**src/rtl/ysyx_22041405_alu_pkg.sv**
```systemverilog
// Shared definitions for the two-port ALU arbiter: one-hot opcodes, FSM states,
// latched control bundle and an opcode legality helper.
package ysyx_22041405_alu_pkg;

  localparam int OPCODE_W = 8;

  // One-hot ALU selects, MSB first: {add,lshift,slt,rshift,direct,and,or,xor}.
  // add_or_sub=1 selects subtract; u_or_s=1 selects signed slt / arithmetic rshift.
  // direct passes src2 through unchanged.
  localparam logic [OPCODE_W-1:0] ALUADD    = 8'h80;
  localparam logic [OPCODE_W-1:0] ALULSHIFT = 8'h40;
  localparam logic [OPCODE_W-1:0] ALUSLT    = 8'h20;
  localparam logic [OPCODE_W-1:0] ALURSHIFT = 8'h10;
  localparam logic [OPCODE_W-1:0] ALUDIRECT = 8'h08;
  localparam logic [OPCODE_W-1:0] ALUAND    = 8'h04;
  localparam logic [OPCODE_W-1:0] ALUOR     = 8'h02;
  localparam logic [OPCODE_W-1:0] ALUXOR    = 8'h01;

  typedef enum logic [1:0] {
    IDLE = 2'd0,
    EXEC = 2'd1,
    RESP = 2'd2
  } state_e;

  typedef struct packed {
    logic [OPCODE_W-1:0] opcode;
    logic                add_or_sub;
    logic                u_or_s;
  } alu_ctrl_t;

  function automatic logic is_onehot8(input logic [OPCODE_W-1:0] v);
    logic [OPCODE_W-1:0] vm1;
    vm1 = v - 8'd1;
    return (v != '0) && ((v & vm1) == '0);
  endfunction

endpackage

```
**src/rtl/ysyx_22041405_alu_arb_alu.sv**
```systemverilog
// Combinational one-hot ALU. Any opcode that is not exactly one-hot yields
// zero and raises err.
module ysyx_22041405_ALU
  import ysyx_22041405_alu_pkg::*;
#(
  parameter int WIDTH = 32
) (
  input  logic [WIDTH-1:0]    src1,
  input  logic [WIDTH-1:0]    src2,
  input  logic [OPCODE_W-1:0] opcode,
  input  logic                add_or_sub,
  input  logic                u_or_s,
  output logic [WIDTH-1:0]    result,
  output logic                err
);

  localparam int SHW = $clog2(WIDTH);

  logic [SHW-1:0]          shamt;
  logic signed [WIDTH-1:0] src1_s;
  logic signed [WIDTH-1:0] src2_s;
  logic signed [WIDTH-1:0] sra_s;
  logic [WIDTH-1:0]        srl_u;
  logic                    lt;

  always_comb begin
    shamt  = src2[SHW-1:0];
    src1_s = src1;
    src2_s = src2;
    sra_s  = src1_s >>> shamt;
    srl_u  = src1 >> shamt;
    lt     = u_or_s ? (src1_s < src2_s) : (src1 < src2);
  end

  always_comb begin
    result = '0;
    case (opcode)
      ALUADD:    result = add_or_sub ? (src1 - src2) : (src1 + src2);
      ALULSHIFT: result = src1 << shamt;
      ALUSLT:    result = {{(WIDTH-1){1'b0}}, lt};
      ALURSHIFT: result = u_or_s ? sra_s : srl_u;
      ALUDIRECT: result = src2;
      ALUAND:    result = src1 & src2;
      ALUOR:     result = src1 | src2;
      ALUXOR:    result = src1 ^ src2;
      default:   result = '0;
    endcase
  end

  assign err = !is_onehot8(opcode);

endmodule

```
**src/rtl/ysyx_22041405_alu_arb.sv**
```systemverilog
// Two-requester round-robin front end for a single ALU. Each operation walks
// IDLE -> EXEC -> RESP; the result is held until the owner consumes it.
module ysyx_22041405_alu_arb
  import ysyx_22041405_alu_pkg::*;
#(
  parameter int WIDTH = 32
) (
  input  logic                clk,
  input  logic                rst_n,

  input  logic                p0_req_valid,
  output logic                p0_req_ready,
  input  logic [WIDTH-1:0]    p0_src1,
  input  logic [WIDTH-1:0]    p0_src2,
  input  logic [OPCODE_W-1:0] p0_opcode,
  input  logic                p0_add_or_sub,
  input  logic                p0_u_or_s,
  output logic                p0_rsp_valid,
  input  logic                p0_rsp_ready,
  output logic [WIDTH-1:0]    p0_result,
  output logic                p0_rsp_err,

  input  logic                p1_req_valid,
  output logic                p1_req_ready,
  input  logic [WIDTH-1:0]    p1_src1,
  input  logic [WIDTH-1:0]    p1_src2,
  input  logic [OPCODE_W-1:0] p1_opcode,
  input  logic                p1_add_or_sub,
  input  logic                p1_u_or_s,
  output logic                p1_rsp_valid,
  input  logic                p1_rsp_ready,
  output logic [WIDTH-1:0]    p1_result,
  output logic                p1_rsp_err,

  output logic                busy,
  output logic [31:0]         op_cnt
);

  state_e           state_q, state_d;
  logic             ptr_q, ptr_d;
  logic             owner_q, owner_d;
  logic [WIDTH-1:0] result_q, result_d;
  logic             err_q, err_d;
  logic [31:0]      op_cnt_q, op_cnt_d;

  logic [WIDTH-1:0] src1_q, src1_d;
  logic [WIDTH-1:0] src2_q, src2_d;
  alu_ctrl_t        ctrl_q, ctrl_d;

  logic             any_req;
  logic             grant;
  logic             accept;
  logic             rsp_hs;
  logic [WIDTH-1:0] alu_result;
  logic             alu_err;

  // Grant follows ptr only under contention; a lone requester always wins.
  always_comb begin
    any_req = p0_req_valid | p1_req_valid;
    grant   = (p0_req_valid && p1_req_valid) ? ptr_q : p1_req_valid;
    accept  = (state_q == IDLE) && any_req;
    rsp_hs  = (state_q == RESP) && (owner_q ? p1_rsp_ready : p0_rsp_ready);
  end

  always_comb begin
    src1_d = grant ? p1_src1 : p0_src1;
    src2_d = grant ? p1_src2 : p0_src2;
    ctrl_d = grant ? '{opcode: p1_opcode, add_or_sub: p1_add_or_sub, u_or_s: p1_u_or_s}
                   : '{opcode: p0_opcode, add_or_sub: p0_add_or_sub, u_or_s: p0_u_or_s};
  end

  always_comb begin
    state_d  = state_q;
    ptr_d    = ptr_q;
    owner_d  = owner_q;
    result_d = result_q;
    err_d    = err_q;
    op_cnt_d = op_cnt_q;
    case (state_q)
      IDLE: begin
        if (accept) begin
          state_d = EXEC;
          owner_d = grant;
          ptr_d   = ~grant;
        end
      end
      EXEC: begin
        result_d = alu_result;
        err_d    = alu_err;
        state_d  = RESP;
      end
      RESP: begin
        if (rsp_hs) begin
          state_d  = IDLE;
          op_cnt_d = op_cnt_q + 32'd1;
        end
      end
      default: state_d = IDLE;
    endcase
  end

  always_ff @(posedge clk) begin
    if (!rst_n) begin
      state_q  <= IDLE;
      ptr_q    <= 1'b0;
      owner_q  <= 1'b0;
      result_q <= '0;
      err_q    <= 1'b0;
      op_cnt_q <= '0;
    end else begin
      state_q  <= state_d;
      ptr_q    <= ptr_d;
      owner_q  <= owner_d;
      result_q <= result_d;
      err_q    <= err_d;
      op_cnt_q <= op_cnt_d;
    end
  end

  // Operand latches carry no reset; they are only observed during EXEC.
  always_ff @(posedge clk) begin
    if (accept) begin
      src1_q <= src1_d;
      src2_q <= src2_d;
      ctrl_q <= ctrl_d;
    end
  end

  ysyx_22041405_ALU #(
    .WIDTH(WIDTH)
  ) u_alu (
    .src1       (src1_q),
    .src2       (src2_q),
    .opcode     (ctrl_q.opcode),
    .add_or_sub (ctrl_q.add_or_sub),
    .u_or_s     (ctrl_q.u_or_s),
    .result     (alu_result),
    .err        (alu_err)
  );

  // Handshake outputs are forced low while reset is asserted.
  always_comb begin
    p0_req_ready = rst_n && (state_q == IDLE) && any_req && (grant == 1'b0);
    p1_req_ready = rst_n && (state_q == IDLE) && any_req && (grant == 1'b1);
    p0_rsp_valid = rst_n && (state_q == RESP) && (owner_q == 1'b0);
    p1_rsp_valid = rst_n && (state_q == RESP) && (owner_q == 1'b1);
    busy         = rst_n && (state_q != IDLE);
    p0_result    = result_q;
    p1_result    = result_q;
    p0_rsp_err   = err_q;
    p1_rsp_err   = err_q;
    op_cnt       = op_cnt_q;
  end

endmodule
```
**config.mk**
```make
export PLATFORM = sky130hd
export DESIGN_NAME = ysyx_22041405_alu_arb
export DESIGN_NICKNAME = d
export VERILOG_FILES = /design/src/rtl/ysyx_22041405_alu_pkg.sv /design/src/rtl/ysyx_22041405_alu_arb_alu.sv /design/src/rtl/ysyx_22041405_alu_arb.sv
export SDC_FILE = /design/constraint.sdc
export NUM_CORES = 1
export LEC_CHECK = 0
export CAP_MARGIN = 20
export CORE_ASPECT_RATIO = 1.4
export CORE_UTILIZATION = 35
export CTS_BUF_LIST = sky130_fd_sc_hd__clkbuf_4
export CTS_CLUSTER_DIAMETER = 50
export DETAILED_ROUTE_END_ITERATION = 7
export HOLD_SLACK_MARGIN = 0.15
export PLACE_DENSITY_LB_ADDON = 0.08
export SYNTH_ARGS = -nofsm -noshare
export SYNTH_HDL_FRONTEND = slang
export SYNTH_SLANG_ARGS = --single-unit
```
**constraint.sdc**
```tcl
create_clock -name clk -period 3.8 [get_ports clk]
set_input_delay 0.57 -clock clk [delete_from_list [all_inputs] [get_ports clk]]
set_output_delay 0.57 -clock clk [all_outputs]
set_load 0.01 [all_outputs]
```
After elaboration in Yosys (flattened, before gate mapping)
Cells that the tools add are included.

Flip-flop bits (word level): 143. Input port bits: 154. Output and inout bits: 103. Logic and storage cells: 71.

$add $sub $neg: 4. Order comparisons: 2. Equal/unequal tests: 12. Shift operators: 3. Mux-type cells: 12. Bitwise gates (word level): 7. Reductions and logical operators: 20.

Operators by type and width (count): one-hot mux 32 bit (8 select lines) (1); 2-to-1 mux 32 bit (4); less-than comparator 32 bit (2); adder 32 x 1 -> 32 bit (second input constant) (1); adder 32 bit (1); bitwise AND 32 bit (1); OR 32 bit (1); left shift 32 x 5 -> 32 bit (1); right shift 32 x 5 -> 32 bit (1); >>> shifter 32 x 5 -> 32 bit (1); subtractor 32 bit (1); XOR 32 bit (1); logical AND 1 bit (12); 2-to-1 mux 10 bit (1); bitwise AND 8 bit (1); equality test 8 x 1 -> 1 bit (second input constant) (1); equality test 8 x 2 -> 1 bit (second input constant) (1); equality test 8 x 3 -> 1 bit (second input constant) (1); equality test 8 x 4 -> 1 bit (second input constant) (1); equality test 8 x 5 -> 1 bit (second input constant) (1); equality test 8 x 6 -> 1 bit (second input constant) (1); equality test 8 x 7 -> 1 bit (second input constant) (1); equality test 8 bit (second input constant) (1); zero test 8 bit (1); 14 further kinds (21).

Logic depth before layout (Yosys ltp)
Gate-level depths: netlist of the first run.

Depth after elaboration: 5. Depth in mapped cells: 15. Depth with buffers taken out: 13.

Hierarchy
Synthesis of the first run repeated with hierarchy kept, for this count alone.

Cell total of the unflattened synthesis: 1825. Area total of the unflattened synthesis: 14885.5 µm².

By module, submodules not included: ysyx_22041405_ALU (instances 1, cells an instance 1300, area an instance 8597.0 µm², seq. area each 0.0 µm²); ysyx_22041405_alu_arb (instances 1, cells an instance 525, area an instance 6288.5 µm², seq. area each 3603.5 µm²).

Least setup slack after synthesis of the first run
Ideal clock, no wire load.

Kind: flip-flop to flip-flop. Start point: register src2_q[3]. End point: register result_q[27] (netlist: p0_result[27]). Library setup time: 0.058 ns. Arrival time: 3.525 ns. Required time: 3.742 ns. Setup slack: 0.217 ns. Cell stages (with the launch flop): 16. Path buffers: 4. Clock period less this slack: 3.583 ns. Cell sequence: edfxtp_1 > clkbuf_1 > inv_2 > buf_1 > clkbuf_1 > ha_1 > clkbuf_1 > o21ai_0 > nor2_1 > o211ai_1 > a2111oi_0 > or2_1 > a41o_1 > a311o_1 > a2111o_1 > nand2_1.

Longest elaborated chain between the ends: 3. Elaborated cells between the ends (all ways): 8. Classes of those cells: add/sub (2); shift (3); mux (3).

RTL lines: from (decl) (RTL line ysyx_22041405_alu_arb.sv:47) `logic [WIDTH-1:0] src2_q, src2_d;`; from (signal assigned) (RTL line ysyx_22041405_alu_arb.sv:124) `src2_q <= src2_d;`; adder 32 bit (tied with other cells) (RTL line ysyx_22041405_alu_arb_alu.sv:38) `ALUADD: result = add_or_sub ? (src1 - src2) : (src1 + src2);`; 2-to-1 mux 32 bit (on tied branches) (RTL line ysyx_22041405_alu_arb_alu.sv:38, ysyx_22041405_alu_arb_alu.sv:41); one-hot mux 32 bit (8 select lines) * (RTL line ysyx_22041405_alu_arb_alu.sv:37) `case (opcode)`; to (signal assigned) (RTL line ysyx_22041405_alu_arb.sv:114) `result_q <= result_d;`; to (decl) (RTL line ysyx_22041405_alu_arb.sv:42) `logic [WIDTH-1:0] result_q, result_d;`.

Mark *: on every way between the ends. The rest lies on a longest branch, timed or not. A chain may end at the register's enable or synchronous reset.

Final worst setup path of the first run
Start point: register src1_q[0]. End point: register result_q[0] (netlist: p0_result[0]).

Longest elaborated chain between the ends: 3. Elaborated cells between the ends (all ways): 14. Classes of those cells: add/sub (2); order compare (2); shift (3); mux (4); bitwise (3).

RTL lines: from (decl) (RTL line ysyx_22041405_alu_arb.sv:46) `logic [WIDTH-1:0] src1_q, src1_d;`; from (signal assigned) (RTL line ysyx_22041405_alu_arb.sv:123) `src1_q <= src1_d;`; adder 32 bit (tied with other cells) (RTL line ysyx_22041405_alu_arb_alu.sv:38); 2-to-1 mux 32 bit (tied with other cells) (RTL line ysyx_22041405_alu_arb_alu.sv:38); one-hot mux 32 bit (8 select lines) * (RTL line ysyx_22041405_alu_arb_alu.sv:37).

Marks and branches as above.

==> flow_summary.toml, run 1 <==
[drt]
vias = 15500
wl_mm = 66.1
wl_per_cell_microns = 26.1
drt-pass1-iter-count = 6
drt_iter0_drc = 1875
drtAntennaViolNets = 0
via_per_inst = 6.11
drc = 0

[timing]
period_share_pct = 92.4
setup_tns_ns = 0
max_freq_mhz = 285
relSlewSlack_pct = 33.6
rsz0062_at_grt = "no"
fin_crit_ns = 3.51
finalSetupViolCount = 0
fin_skew_ns = 0.0370
tightest_slew_ns = 0.996
hold_viol = 0
slew_viol_final = 0

[yosys]
avgSynthCellArea_sq_um = 8.37
synth_fa_ha_area_share_pct = 8.55
synth_warnings = 0
synth_compound_area_share_pct = 23.9
yosys-top-cells-area = "edfxtp_1 15%, dfxtp_1 9.3%, ha_1 8.3%"
synth-seq-cells = 143
synth_top_family_by_area = "compound AO/OA/AOI/OAI gates"
synthArstFlopShare_pct = 0
yosysTopAreaCellShare_pct = 15.0
synth_cell_type_count = 79
yosys-top-cells-count = "183 x nor2_1, 141 x a21oi_1, 116 x o21ai_0"
synth_xor_area_share_pct = 2.90
synth_seq_area_share_pct = 24.3
synth_top_area_cell = "edfxtp_1"
synthesis.nets = 2022
synth-edff-count = 74
syn_area_sq_um = 14800
netlist_instances = 1768
post_synth_and_or_nand_nor_area_fraction_pct = 15.8
yosysMostFrequentCell = "nor2_1"
synthMuxAreaShare_pct = 16.9
synth_ff_type = "edfxtp_1"

[final_layout]
final-seq-area_sq_um = 3600
nets = 2236
synthToLayoutAreaGrowth_pct = 24.3
multiInputGateArea_sq_um = 10100
stdcell_count = 2538
fillers = 4165
drive_gt1_share_pct = 13.9

[worst_setup_path]
reg2reg_depth = 13
worstPathRequired_ns = 4.39
cp_max_fo = 5
cpPeakStageDelay_ns = 0.52
r2r_slack_ns = 0.29
crit_type = "register to register"
critical_path.slowest_cell = "a221oi_1"
cp-end-kind = "register"
worstSetupStartpointType = "register"
crit_chain = "inv_1 -> ha_1 -> inv_1 -> fa_1 -> nor2b_1 -> o21a_1 -> o311a_1 -> o21ai_1 -> a21oi_1 -> o21a_1 -> a221oi_1 -> o211ai_1 -> nand3_1"
cp.arrival_ns = 4.10

[global_route]
grt_overflow = 0
grt_usage_pct = 30.5
grt_pass1_wl_mm = 97.4
grt_pass1_vias = 15100
grt_max_degree = 77
antenna_found_initial = 2

[die]
dieHeight_microns = 245
io_pins = 257
die_area_sq_um = 43100
die_w_microns = 176
core_sq_um = 41500
start_util_pct = 35.7
row_count = 88

[clocking]
clock-root-buffer = "clkbuf_4"
clk_pin_slew_worst_paths_ns = 0.19
post_cts_buffers = 0
clk_latency_ns = 0.66
cts_buffers = 17
cts_tree = "yes"
cts_buffer_depth = 2
hold_buffers = 0
htreeDepth = 4
cts.sink_count = 143

[place]
dp_hpwl_mm = 51.3
portBuffers = 256
gp_congestion = 1.00
dp_cells = 2503

[run]
maxCapViolCount = 0

[power_and_ir_drop]
max-vdd-ir-drop_mv = 0.174
pwr-share-seq_pct = 30.1
combPwrFrac_pct = 52.8
internal_power_w = 0.00344
power_leakage_nw = 7.00
clkPwrFrac_pct = 17.1
powerDensity_nw_per_um2 = 352
swShare_pct = 46.9
power_switching_w = 0.00304

[outcome]
status = "complete, no violations"

[worst_hold_path]
min_path_cells = 2
hold_class = "primary input to register"
[path summary, 6_finish.rpt]
check | from | to
worst max register to register | src1_q[0] | p0_result[0]
worst min register to register | p0_rsp_err | p0_rsp_err
worst min-delay path | rst_n | p0_result[25]
worst max-delay path | src1_q[0] | p0_result[0]
[flip-flops by register name (all words and copies together), names as in the netlist]
register	cells
op_cnt	32
p0_result	32
src1_q	32
src2_q	32
ctrl_q	10
state_q	2
owner_q	1
p0_rsp_err	1
ptr_q	1
[per-stage QoR]
stage               hold WS, ns  total power [W]  area, sq um  utilization, %  setup slack, ns
global route              0.357          0.00679        18400            44.3            0.140
finish                    0.392          0.00648        18400            44.3            0.289
detailed placement        0.502          0.00530        18100            43.5            0.234
global placement          0.498          0.00533        18100            43.5            0.217
floorplan                 0.474          0.00399        14800               -            0.217
CTS                       0.326          0.00643        18400            44.3            0.184
[critical path: cells and delay by family, from the launching register on]
family / cells / cell delay (ns)
simple gates: 2 / 0.27
fa+ha+maj: 2 / 0.55
flops: 1 / 0.48
buf+inv: 2 / 0.17
compound gates: 7 / 1.97
[layout make-up]
class	instances	share of cell area [%]
antenna	3	0.0408
clock buffer	17	0.694
clock inverter	15	1.01
inverter	100	2.04
multi-input combinational	1370	55.1
sequential	143	19.6
tap	540	3.67
timing repair buffer	350	17.9
[kinds of logic after synthesis]
family	Yosys count
simple gates	502
mux	174
fa+ha+maj	100
flops	143
buf+inv	255
xor+xnor	49
compound gates	545
[cells in the final DEF (no fill, tap or decap), types with 19 or more instances in the layout]
| cell | netlist | routed |
|---|---|---|
| nor2_1 | 183 | 183 |
| o21ai_0 | 116 | 116 |
| xnor2_1 | 40 | 40 |
| dfxtp_1 | 69 | 69 |
| ha_1 | 98 | 98 |
| edfxtp_1 | 74 | 74 |
| buf_4 | 34 | 92 |
| a221oi_1 | 29 | 29 |
| nand3_1 | 36 | 36 |
| and2_1 | 32 | 32 |
| nand2_1 | 111 | 111 |
| a21oi_1 | 141 | 141 |
| mux2i_1 | 43 | 43 |
| mux4_2 | 53 | 53 |
| mux2_2 | 78 | 78 |
| o21ai_1 | 20 | 19 |
| o211ai_1 | 33 | 33 |
| clkdlybuf4s50_1 | 0 | 255 |
| inv_1 | 92 | 91 |
| nor3_1 | 45 | 44 |
[power by group through the flow]
| stage | sequential, W | combinational [W] | clock [W] |
|---|---|---|---|
| finish | 0.00195 | 0.00342 | 0.00111 |
| global route | 0.00196 | 0.00364 | 0.00119 |
| CTS | 0.00195 | 0.00334 | 0.00114 |
| detailed placement | 0.00198 | 0.00332 | 0 |
| global placement | 0.00198 | 0.00336 | 0 |
| floorplan | 0.00193 | 0.00206 | 0 |
[timing repair]
item,4_1_cts,5_1_grt
endpoints found under the setup margin,0,2
endpoints found under the hold margin,0,0
gates resized for setup,0,1
[routing by layer]
metal	global-route usage (%)	share of wire (%)
met1	38.8	40
met4	14.5	4.7
met5	0	0
met2	50.4	48
met3	4.61	7.8
Note: power is estimated with default switching activity, not from simulation.
==> run 2: changes to the inputs <==
CELL_PAD_IN_SITES_DETAIL_PLACEMENT = 1   (was not set)
CELL_PAD_IN_SITES_GLOBAL_PLACEMENT = 2   (was not set)
CORE_MARGIN = 1.5   (was not set)
CORE_UTILIZATION = 30   (was 35)
==> flow_summary.toml, run 2 (synthesis results as in run 1) <==
[worst_setup_path]
worstSetupStartpointType = "register"
cp.arrival_ns = 4.23
cp_max_fo = 5
cp-end-kind = "register"
worstPathRequired_ns = 4.45
crit_type = "register to register"

[final_layout]
most-common-layout-cells = "255 x clkdlybuf4s50_1, 183 x nor2_1, 141 x a21oi_1, 116 x o21ai_0, 111 x nand2_1"
fillers = 5803
drive_gt1_share_pct = 14.6
nets = 2253
layout_commonest_cell = "clkdlybuf4s50_1"
utilization_pct = 38.1
synthToLayoutAreaGrowth_pct = 25.9

[die]
io_pins = 257
dieHeight_microns = 266
core_sq_um = 48900
start_util_pct = 30.3
die_w_microns = 191
row_count = 96
die_area_sq_um = 50700

[timing]
relSlewSlack_pct = 37.8
finalSetupViolCount = 0
max_freq_mhz = 280
hold_viol = 0
slew_viol_final = 0
fin_skew_ns = 0.0280
period_share_pct = 94.1
hold_slack_ns = 0.221
rsz0062_at_grt = "no"
setup_tns_ns = 0
fin_crit_ns = 3.58
tightest_slew_ns = 0.924

[clocking]
hold_buffers = 0
cts_tree = "yes"
cts.sink_count = 143
cts_buffers = 17
cts_buffer_depth = 2
clk_latency_ns = 0.69
htreeDepth = 4
clock-root-buffer = "clkbuf_4"
clk_pin_slew_worst_paths_ns = 0.16

[worst_hold_path]
hold_class = "primary input to register"

[drt]
wl_per_cell_microns = 28.5
drc = 0
drt-pass1-iter-count = 7
drt_iter0_drc = 1112
drtAntennaViolNets = 0
vias = 15600
via_per_inst = 5.90
wl_mm = 75.5

[global_route]
grt_pass1_vias = 16100
grt_pass1_wl_mm = 109
antenna_found_initial = 1
grt_max_degree = 71
grt_overflow = 0
grt_usage_pct = 29.6

[place]
gp_congestion = 0.935
dp_hpwl_mm = 58.1
portBuffers = 256

[power_and_ir_drop]
power_leakage_nw = 7.08
max-vdd-ir-drop_mv = 0.208
powerDensity_nw_per_um2 = 354

[outcome]
status = "complete, no violations"

[run]
maxCapViolCount = 0
-- run 2: changes by cell type in the layout (fill, tap and decap cells not counted), sizes merged --
cell / change
clkinv: -4
diode: -2
clkbuf: +2
inv: +1
buf: +17
bufinv: +1
-- run 2: stage by stage --
stage	worst slack (ns)	power [W]	area, sq um	instances
floorplan	0.217	0.00399	14800	1768
detailed placement	0.165	0.00548	18400	2617
finish	0.223	0.00660	18600	2650
CTS	0.102	0.00661	18600	2649
global route	0.0162	0.00691	18600	2650
global placement	0.199	0.00545	18400	2617
-- run 2: where the power goes --
group | total (W) | switching (W) | internal [W]
Combinational | 0.00358 | 0.00220 | 0.00138
Clock | 0.00110 | 0.000740 | 0.000356
Sequential | 0.00193 | 0.000152 | 0.00178
-- run 2: worst paths after layout --
kind,from,to,slack (ns),cells after the start
worst max-delay path,src2_q[1],p0_result[31],0.22,12
worst min-delay path,rst_n,ptr_q,0.22,3
worst max register to register,src2_q[1],p0_result[31],0.22,12
worst min register to register,p0_rsp_err,p0_rsp_err,0.53,2
-- run 2: timing repair --
action / CTS / global route
setup endpoints to repair: 0 / 2
gates resized for setup: 0 / 1
buffers inserted: 0 / 0
-- run 2: area by class of cell --
type / count / area, sq um / area share (%)
multi-input cells: 1370 / 10100 / 54.4
flip-flops and latches: 143 / 3600 / 19.3
clock buffers: 19 / 143 / 0.765
diodes: 1 / 2.50 / 0.0134
clock inverters: 13 / 124 / 0.665
inverters: 100 / 375 / 2.01
well taps: 637 / 797 / 4.28
repair buffers: 367 / 3450 / 18.5
-- run 2: worst max-delay path: stages, from the launching register on --
cell and delay, ns:
edfxtp_1 0.53, clkinv_1 0.25, ha_1 0.40, o21bai_1 0.12
o211ai_1 0.42, a311oi_1 0.18, buf_4 0.18, o21ai_1 0.26
a21boi_1 0.37, nor4_1 0.13, or2_2 0.31, o311ai_1 0.27
a21o_1 0.11
-- run 2: layer usage --
layer  part of all wire [%]  global-route usage (%)  vias up
li1                       -                       -     7021
met1                     38                    32.7     7915
met2                     51                    53.1      553
met3                    4.2                    3.23      152
met4                    6.7                    19.3        0
met5                      0                       0        -
